## src/rtl/stack_arb_pkg.sv

```systemverilog
// Shared types and constants for the two-requester LIFO stack sequencer.
package stack_arb_pkg;

  typedef enum logic [2:0] {
    S_INIT,
    S_IDLE,
    S_CMD,
    S_RSP,
    S_FLUSH
  } state_t;

  localparam logic OP_PUSH = 1'b1;
  localparam logic OP_POP  = 1'b0;

  localparam logic REQ0 = 1'b0;
  localparam logic REQ1 = 1'b1;

endpackage

```

## src/rtl/stack_arbiter_if.sv

```systemverilog
// Bus between the sequencer (master) and the hardware LIFO stack (slave).
interface stack_arbiter_if #(
  parameter int DW = 32
);
  logic          stk_rst;
  logic          stk_push;
  logic          stk_pop;
  logic [DW-1:0] stk_din;
  logic [DW-1:0] stk_dout;
  logic          stk_empty;
  logic          stk_full;
  logic          stk_error;

  modport master (
    output stk_rst, stk_push, stk_pop, stk_din,
    input  stk_dout, stk_empty, stk_full, stk_error
  );

  modport slave (
    input  stk_rst, stk_push, stk_pop, stk_din,
    output stk_dout, stk_empty, stk_full, stk_error
  );
endinterface

```

## src/rtl/rr_arbiter2.sv

```systemverilog
// Two-input round-robin grant; history advances only when a grant is taken.
module rr_arbiter2
  import stack_arb_pkg::*;
(
  input  logic       clk,
  input  logic       rst_n,
  input  logic [1:0] req,
  input  logic       en,
  output logic [1:0] grant
);

  logic last_grant;

  always_comb begin
    grant = '0;
    if (en) begin
      if (req == 2'b11) grant = (last_grant == REQ1) ? 2'b01 : 2'b10;
      else              grant = req;
    end
  end

  // Requests are held until ready, so any grant is an accept.
  always_ff @(posedge clk or negedge rst_n) begin
    if (!rst_n)       last_grant <= REQ1;
    else if (|grant)  last_grant <= grant[1];
  end

endmodule

```

## src/rtl/stack_arbiter.sv

```systemverilog
// Shares one LIFO stack between two requesters with full/empty precheck,
// one stack pulse per accepted op and a registered response pulse.
module stack_arbiter
  import stack_arb_pkg::*;
#(
  parameter int DW = 32
) (
  input  logic          clk,
  input  logic          rst_n,
  input  logic          flush,
  input  logic          r0_valid,
  input  logic          r0_op,
  input  logic [DW-1:0] r0_data,
  output logic          r0_ready,
  output logic          r0_rsp_valid,
  input  logic          r1_valid,
  input  logic          r1_op,
  input  logic [DW-1:0] r1_data,
  output logic          r1_ready,
  output logic          r1_rsp_valid,
  output logic [DW-1:0] rsp_data,
  output logic          rsp_err,
  output logic          busy,
  stack_arbiter_if.master stk
);

  state_t        state, state_d;
  logic          pend_flush, flush_req;
  logic          op_q, id_q, pre_err;
  logic [DW-1:0] data_q;
  logic [1:0]    grant;
  logic          arb_en, accept, g_id, g_op, g_err;
  logic [DW-1:0] g_data;

  assign flush_req = pend_flush | flush;
  assign arb_en    = (state == S_IDLE) && !flush_req;

  rr_arbiter2 u_rr (
    .clk   (clk),
    .rst_n (rst_n),
    .req   ({r1_valid, r0_valid}),
    .en    (arb_en),
    .grant (grant)
  );

  assign accept = |grant;
  assign g_id   = grant[1];
  assign g_op   = g_id ? r1_op   : r0_op;
  assign g_data = g_id ? r1_data : r0_data;
  assign g_err  = (g_op == OP_PUSH) ? stk.stk_full : stk.stk_empty;

  always_comb begin
    state_d = state;
    case (state)
      S_INIT:  state_d = S_IDLE;
      S_IDLE: begin
        if (flush_req)   state_d = S_FLUSH;
        else if (accept) state_d = g_err ? S_RSP : S_CMD;
      end
      S_CMD:   state_d = S_RSP;
      S_RSP:   state_d = S_IDLE;
      S_FLUSH: state_d = S_IDLE;
      default: state_d = S_INIT;
    endcase
  end

  // INIT is the reset state, so level outputs are qualified by rst_n to stay 0 while held.
  always_comb begin
    r0_ready     = grant[0];
    r1_ready     = grant[1];
    stk.stk_push = (state == S_CMD) && (op_q == OP_PUSH);
    stk.stk_pop  = (state == S_CMD) && (op_q == OP_POP);
    stk.stk_rst  = rst_n && ((state == S_INIT) || (state == S_FLUSH));
    stk.stk_din  = data_q;
    busy         = rst_n && (state != S_IDLE);
  end

  always_ff @(posedge clk or negedge rst_n) begin
    if (!rst_n) begin
      state        <= S_INIT;
      pend_flush   <= 1'b0;
      op_q         <= OP_POP;
      id_q         <= REQ0;
      pre_err      <= 1'b0;
      data_q       <= '0;
      rsp_data     <= '0;
      rsp_err      <= 1'b0;
      r0_rsp_valid <= 1'b0;
      r1_rsp_valid <= 1'b0;
    end else begin
      state <= state_d;

      if (state == S_IDLE && flush_req) pend_flush <= 1'b0;
      else if (flush)                   pend_flush <= 1'b1;

      if (accept) begin
        op_q    <= g_op;
        data_q  <= g_data;
        id_q    <= g_id;
        pre_err <= g_err;
      end

      rsp_data     <= '0;
      rsp_err      <= 1'b0;
      r0_rsp_valid <= 1'b0;
      r1_rsp_valid <= 1'b0;
      if (state == S_RSP) begin
        rsp_data     <= (op_q == OP_POP && !pre_err && !stk.stk_error) ? stk.stk_dout : '0;
        rsp_err      <= pre_err | (!pre_err & stk.stk_error);
        r0_rsp_valid <= (id_q == REQ0);
        r1_rsp_valid <= (id_q == REQ1);
      end
    end
  end

endmodule

```

## src/flat_wrapper.sv

```systemverilog
// flat-port wrapper written by rule: the top's interface ports become plain ports
module stack_arbiter_flat import stack_arb_pkg::*;
#(
  parameter int DW = 32
)
  (clk, rst_n, flush, r0_valid, r0_op, r0_data, r0_ready, r0_rsp_valid, r1_valid, r1_op, r1_data, r1_ready, r1_rsp_valid, rsp_data, rsp_err, busy, stk_stk_rst, stk_stk_push, stk_stk_pop, stk_stk_din, stk_stk_dout, stk_stk_empty, stk_stk_full, stk_stk_error);
  stack_arbiter_if #(.DW(DW)) stk_i ();
  input  logic clk;
  input  logic rst_n;
  input  logic flush;
  input  logic r0_valid;
  input  logic r0_op;
  input  logic [DW-1:0] r0_data;
  output logic r0_ready;
  output logic r0_rsp_valid;
  input  logic r1_valid;
  input  logic r1_op;
  input  logic [DW-1:0] r1_data;
  output logic r1_ready;
  output logic r1_rsp_valid;
  output logic [DW-1:0] rsp_data;
  output logic rsp_err;
  output logic busy;
  output wire logic [$bits(stk_i.stk_rst)-1:0] stk_stk_rst;
  output wire logic [$bits(stk_i.stk_push)-1:0] stk_stk_push;
  output wire logic [$bits(stk_i.stk_pop)-1:0] stk_stk_pop;
  output wire logic [$bits(stk_i.stk_din)-1:0] stk_stk_din;
  input wire logic [$bits(stk_i.stk_dout)-1:0] stk_stk_dout;
  input wire logic [$bits(stk_i.stk_empty)-1:0] stk_stk_empty;
  input wire logic [$bits(stk_i.stk_full)-1:0] stk_stk_full;
  input wire logic [$bits(stk_i.stk_error)-1:0] stk_stk_error;
  assign stk_stk_rst = stk_i.stk_rst;
  assign stk_stk_push = stk_i.stk_push;
  assign stk_stk_pop = stk_i.stk_pop;
  assign stk_stk_din = stk_i.stk_din;
  assign stk_i.stk_dout = stk_stk_dout;
  assign stk_i.stk_empty = stk_stk_empty;
  assign stk_i.stk_full = stk_stk_full;
  assign stk_i.stk_error = stk_stk_error;
  stack_arbiter #(.DW(DW)) u_core (.clk(clk), .rst_n(rst_n), .flush(flush), .r0_valid(r0_valid), .r0_op(r0_op), .r0_data(r0_data), .r0_ready(r0_ready), .r0_rsp_valid(r0_rsp_valid), .r1_valid(r1_valid), .r1_op(r1_op), .r1_data(r1_data), .r1_ready(r1_ready), .r1_rsp_valid(r1_rsp_valid), .rsp_data(rsp_data), .rsp_err(rsp_err), .busy(busy), .stk(stk_i));
endmodule
```

## config.mk

```make
export PLATFORM = sky130hd
export DESIGN_NAME = stack_arbiter_flat
export DESIGN_NICKNAME = d
export VERILOG_FILES = /design/src/rtl/stack_arb_pkg.sv /design/src/rtl/stack_arbiter_if.sv /design/src/rtl/rr_arbiter2.sv /design/src/rtl/stack_arbiter.sv /design/src/flat_wrapper.sv
export SDC_FILE = /design/constraint.sdc
export NUM_CORES = 1
export LEC_CHECK = 0
export ABC_AREA = 1
export BUFFER_PORTS_ARGS = -buffer_cell sky130_fd_sc_hd__buf_4
export CAP_MARGIN = 20
export CORE_ASPECT_RATIO = 0.8
export CORE_UTILIZATION = 43
export DETAILED_ROUTE_END_ITERATION = 10
export PLACE_DENSITY_LB_ADDON = 0.08
export REMOVE_ABC_BUFFERS = 1
export SLEW_MARGIN = 20
export SYNTH_ARGS = -nofsm -noshare
export SYNTH_HDL_FRONTEND = slang
export SYNTH_SLANG_ARGS = --single-unit
```

## constraint.sdc

```tcl
create_clock -name clk -period 1.65 [get_ports clk]
set_input_delay 0.2475 -clock clk [delete_from_list [all_inputs] [get_ports clk]]
set_output_delay 0.2475 -clock clk [all_outputs]
set_load 0.05 [all_outputs]
```

Word level (Yosys, flattened, before mapping)
Cells that the tools add are included.

Add/sub/neg operators: 0. Multipliers: 0. Divide/modulo/power cells: 0. Magnitude comparators: 0. Equality and inequality tests: 7. Shifts and indexed selects: 0. Multiplexer cells: 17. Bitwise logic cells: 5. Reduce and logical (&&, ||, !) cells: 16.

Operator list (number): 32-bit two-way mux (3); 3-bit one-hot mux with 3 select lines (1); 1-bit logical AND (8); 1-bit two-way mux (8); 3-bit by 2-bit equality test with 1-bit output (second input constant) (2); 2-bit two-way mux (3); 3-bit two-way mux (2); 3-bit by 1-bit != test with 1-bit output (second input constant) (2); 3-bit by 1-bit equality test with 1-bit output (second input constant) (1); 3-bit equality test (second input constant) (1); 1-bit zero test (3); 3-bit zero test (1); 3-bit OR reduction (1); 2-bit equality test (second input constant) (1); 1-bit NOT (2); 1-bit OR (2); 2-bit nonzero test (1); 2-bit OR reduction (1); 1-bit AND (1); 1-bit logical OR (1).

Register bits: 75. Bits in latches: 0. Memory bits (writable): 0. Bits in read-only memories: 0. Word-level logic and storage cells: 56. Memories: 0.

Longest topological paths before layout
Depth after elaboration: 10. Gate-level depth with buffers: 10.

Hierarchy
A second synthesis with hierarchy kept.

Cell total of the unflattened synthesis: 314. Area total of the unflattened synthesis: 3230.6 sq um.

By module, submodules not included: stack_arbiter (instances 1, cells each 303, area each 3165.5 sq um); rr_arbiter2 (instances 1, cells each 11, area each 65.1 sq um).

Least setup slack after synthesis
OpenSTA, ideal clock, no wires.

Path kind: flip-flop to flip-flop. Start: reg u_core.pend_flush. End: reg u_core.id_q. Library setup time: 0.162 ns. Data arrival time: 1.657 ns. Setup slack: -0.169 ns. Stages on the path, launching flop included: 7. Path buffers: 0. Period minus slack after synthesis: 1.819 ns. Path through: dfrtp_1 > nor2_1 > inv_1 > nor2_4 > inv_2 > nor2_1 > o21ai_0.

Word-level cells in the longest chain between the ends: 5.

RTL lines: start: declaration (RTL line stack_arbiter.sv:28) `logic pend_flush, flush_req;`; start signal: assignment (RTL line stack_arbiter.sv:81) `pend_flush <= 1'b0;`; start signal: assignment (RTL line stack_arbiter.sv:93) `if (state == S_IDLE && flush_req) pend_flush <= 1'b0;`; start signal: assignment (RTL line stack_arbiter.sv:94) `else if (flush) pend_flush <= 1'b1;`; 1-bit OR (RTL line stack_arbiter.sv:35) `assign flush_req = pend_flush | flush;`; 1-bit zero test (RTL line stack_arbiter.sv:36) `assign arb_en = (state == S_IDLE) && !flush_req;`; 1-bit logical AND (RTL line stack_arbiter.sv:36); 2-bit two-way mux (RTL line rr_arbiter2.sv:16) `if (en) begin`; net r0_ready (RTL line flat_wrapper.sv:14) `output logic r0_ready;`; 2-bit OR reduction (RTL line stack_arbiter.sv:46) `assign accept = |grant;`; end signal: assignment (RTL line stack_arbiter.sv:99) `id_q <= g_id;`; end: declaration (RTL line stack_arbiter.sv:29) `logic op_q, id_q, pre_err;`.

The timed path passes the listed nets, and every way through them passes these cells. A chain may end at the register's enable or synchronous reset.

Worst setup path after layout
Start: reg u_core.state[1]. End: out r1_ready.

Word-level cells in the longest chain between the ends: 3.

RTL lines: start: declaration (RTL line stack_arbiter.sv:27) `state_t state, state_d;`; start signal: assignment (RTL line stack_arbiter.sv:91) `state <= state_d;`; 3-bit by 1-bit equality test with 1-bit output (RTL line stack_arbiter.sv:36); 1-bit logical AND (RTL line stack_arbiter.sv:36); 2-bit two-way mux (RTL line rr_arbiter2.sv:16); end: declaration (RTL line flat_wrapper.sv:19) `output logic r1_ready;`.

No other way between the ends.

==> impl_metrics.sql <==
INSERT INTO impl_metrics (metric_group, metric, value, unit) VALUES
('outcome', 'status', 'finished, violations left', ''),
('outcome', 'failed_checks', 'setup timing', ''),
('die', 'fp.dieArea', '7480', 'sq um'),
('final_layout', 'nets', '613', ''),
('synthesis', 'avgSynthCellArea', '9.77', 'sq um'),
('synthesis', 'register_area_share_after_synthesis', '0.612', ''),
('timing', 'setup_viol_count_final', '1', ''),
('grt', 'number_of_antenna_violations_at_the_first_check_in_global_routing', '0', ''),
('clocking', 'clock_tree_from_tritoncts', 'built', ''),
('final_layout', 'antennaDiodeCount', '0', ''),
('clocking', 'cts-root-to-sink-buffers', '2', ''),
('worst_setup_path', 'worst_path_maximum_fanout', '4', ''),
('route', 'initial_drt_markers', '171', ''),
('timing', 'timing.final.hold_violations', '0', ''),
('placement', 'placed_cells_incl_taps', '569', ''),
('worst_setup_path', 'path_class', 'flop to primary output', ''),
('worst_setup_path', 'slowest_cell_on_the_critical_path', 'sky130_fd_sc_hd__dfrtp_1', ''),
('final_layout', 'multi_input_comb_area', '1060', 'sq um'),
('worst_setup_path', 'worst_setup_path_end_kind', 'primary output', ''),
('route', 'wl_per_cell', '14.0', 'um'),
('worst_setup_path', 'timing.critical_path.from_type', 'flop', ''),
('synthesis', 'netlist.area_leader.share', '0.604', ''),
('clocking', 'clock_tree.htree_level_count', '3', ''),
('timing', 'clock_skew', '0.00878', 'ns'),
('clocking', 'cts_buffers', '9', ''),
('final_layout', 'post-route-cell-area', '4920', 'sq um'),
('worst_setup_path', 'path_cells', 'inv_2, nand2_1, nor2_1, nand3_2, inv_4, buf_8', ''),
('final_layout', 'area.sequential', '1880', 'sq um'),
('clocking', 'clock_slew_at_the_register_clock_pins_of_the_worst_setup_and_hold_paths', '0.08', 'ns'),
('worst_setup_path', 'cp-startpoint', 'u_core.state[1]', ''),
('route', 'drt-total-wl', '8.41', 'mm'),
('worst_setup_path', 'endpoint', 'r1_ready', ''),
('die', 'pin_count', '179', ''),
('synthesis', 'synthesis.instances', '314', ''),
('grt', 'globalRouteTotalUtil', '0.227', ''),
('route', 'post_drt_via_cell_ratio', '4.87', ''),
('worst_setup_path', 'slowest_cell_delay_on_critical_path', '0.39', 'ns'),
('timing', 'fin_crit', '1.65', 'ns'),
('timing', 'relSlewSlack', '0.730', ''),
('worst_setup_path', 'rr_worst_depth', '9', ''),
('power', 'power_per_cell_area', '1700', 'nW/um^2'),
('final_layout', 'drive_gt1_frac', '0.455', ''),
('placement', 'placedInstanceArea', '4510', 'sq um'),
('placement', 'detailedPlacementHpwl', '5.50', 'mm'),
('clocking', 'cts_root_buffer', 'sky130_fd_sc_hd__clkbuf_8', ''),
('grt', 'pin_count_of_the_biggest_net_entering_global_routing', '70', ''),
('final_layout', 'finalNonFillerCells', '599', ''),
('placement', 'placement.io_buffers', '178', ''),
('worst_setup_path', 'worstPathRequired', '1.40', 'ns'),
('timing', 'finalMaxSlewViolations', '0', ''),
('synthesis', 'post_synth_main_area_contributors', 'sky130_fd_sc_hd__dfrtp_1, sky130_fd_sc_hd__nand2_1, sky130_fd_sc_hd__nor3b_1', ''),
('timing', 'timing_worst_slew_pin_value', '0.403', 'ns'),
('timing', 'finalWorstSetupSlack', '-0.00199', 'ns'),
('timing', 'clock.fmax', '605', 'MHz'),
('die', 'core', '6890', 'sq um'),
('power', 'power', '8.37', 'mW'),
('worst_setup_path', 'worstPathArrival', '1.40', 'ns'),
('route', 'detailedRoute.firstPassIterationCount', '6', ''),
('route', 'post-route-drc-count', '0', ''),
('final_layout', 'layout_commonest_cell', 'sky130_fd_sc_hd__buf_4', ''),
('timing', 'post-route-period-util', '1.00', ''),
('route', 'postRouteAntennaNets', '0', ''),
('worst_setup_path', 'worst-r2r-setup-slack', '0.04', 'ns'),
('placement', 'placer_s_final_routability_congestion_estimate', '0.811', ''),
('die', 'die_height', '77.5', 'um'),
('clocking', 'clock_sink_count', '75', ''),
('run', 'maxCapViolCount', '0', ''),
('final_layout', 'flow.area_growth_from_synthesis', '60.4', '%'),
('grt', 'first_pass_grt_wire_length', '12.8', 'mm'),
('synthesis', 'yosys.area.top_type', 'sky130_fd_sc_hd__dfrtp_1', ''),
('die', 'rows', '27', '');
==> metal layers <==
metal | vias to the layer above | routed length [um] | share of wire | global-route usage
li1 | 1419 | - | - | -
met2 | 121 | 4110 | 0.49 | 0.367
met3 | 14 | 742 | 0.088 | 0.0843
met5 | - | 0 | 0 | 0
met1 | 1364 | 3430 | 0.41 | 0.281
met4 | 0 | 124 | 0.015 | 0.0721
==> worst min-delay path by stage <==
stage | from | endpoint | slack (ns) | cells past startpoint
floorplan | rst_n | u_core.id_q | -0.05 | 0
global placement | rst_n | u_core.op_q | 0.09 | 1
detailed placement | rst_n | u_core.state[1] | 0.1 | 1
CTS | stk_stk_error | u_core.rsp_err | 0.13 | 3
global route | stk_stk_dout[28] | u_core.rsp_data[28] | 0.14 | 2
finish | stk_stk_error | u_core.rsp_err | 0.15 | 3
==> power by group <==
| part | leakage, nW | switching (mW) | internal (mW) |
|---|---|---|---|
| clock network | 0.103 | 0.655 | 0.848 |
| registers | 0.940 | 0.300 | 2.38 |
| logic | 1.45 | 2.79 | 1.40 |
| total | 2.49 | 3.75 | 4.63 |
==> what timing repair did <==
action                                  4_1_cts  5_1_grt
setup buffers                                 8        3
endpoints found under the setup margin        8       19
hold buffers                                  2        0
pin swaps                                     4        4
endpoints found under the hold margin         6        0
resized for setup                            16       10
gates cloned                                  0        1
==> stage by stage <==
| stage | utilization | setup TNS, ns |
|---|---|---|
| after floorplan | - | -14.14 |
| final | 0.714 | -0.00199 |
| after global routing | 0.714 | -0.392 |
| after detailed placement | 0.654 | -0.00891 |
| after CTS | 0.702 | -0.0203 |
| after global placement | 0.654 | 0 |
==> cell type report <==
class,instances,share of cell area
inverters,16,0.0132
multi-input cells,204,0.215
well taps,87,0.0221
clock buffers,11,0.0267
repair buffers,201,0.325
flip-flops and latches,75,0.382
clock inverters,5,0.0158
==> worst max-delay path, delay by kind of cell, from the launching register on <==
| family | cells | cell delay [ns] |
|---|---|---|
| buffers and inverters | 3 | 0.34 |
| DFF | 1 | 0.39 |
| and+or+nand+nor | 3 | 0.33 |
==> flip-flops by register name, indices dropped and copies added (netlist names) <==
signal and cells:
u_core.state 3, u_core.r0_rsp_valid 1, u_core.op_q 1, u_core.rsp_err 1
u_core.u_rr.last_grant 1, u_core.rsp_data 32, u_core.pend_flush 1, u_core.pre_err 1
u_core.r1_rsp_valid 1, u_core.id_q 1, u_core.stk.stk_din 32
==> cells in the mapped netlist <==
cell                        n
sky130_fd_sc_hd__nand2_1   78
sky130_fd_sc_hd__dfrtp_1   74
sky130_fd_sc_hd__nor2_1    43
sky130_fd_sc_hd__nor3b_1   33
sky130_fd_sc_hd__a31oi_1   32
sky130_fd_sc_hd__inv_1     13
sky130_fd_sc_hd__nand3_1    9
sky130_fd_sc_hd__clkbuf_1   7
sky130_fd_sc_hd__buf_4      6
sky130_fd_sc_hd__o21ai_0    4
sky130_fd_sc_hd__inv_2      3
sky130_fd_sc_hd__buf_1      2
sky130_fd_sc_hd__buf_2      2
sky130_fd_sc_hd__buf_6      2
sky130_fd_sc_hd__a21oi_1    1
sky130_fd_sc_hd__a21oi_4    1
sky130_fd_sc_hd__dfstp_2    1
sky130_fd_sc_hd__nand3_2    1
sky130_fd_sc_hd__nand3b_1   1
sky130_fd_sc_hd__nor2_4     1
==> logic make-up after synthesis <==
group,Yosys count,synth area share
AO/OA/AOI/OAI,38,0.0787
buffers and inverters,35,0.0559
flip-flops,75,0.612
AND/OR/NAND/NOR,166,0.253
(Power assumes the default switching activity.)
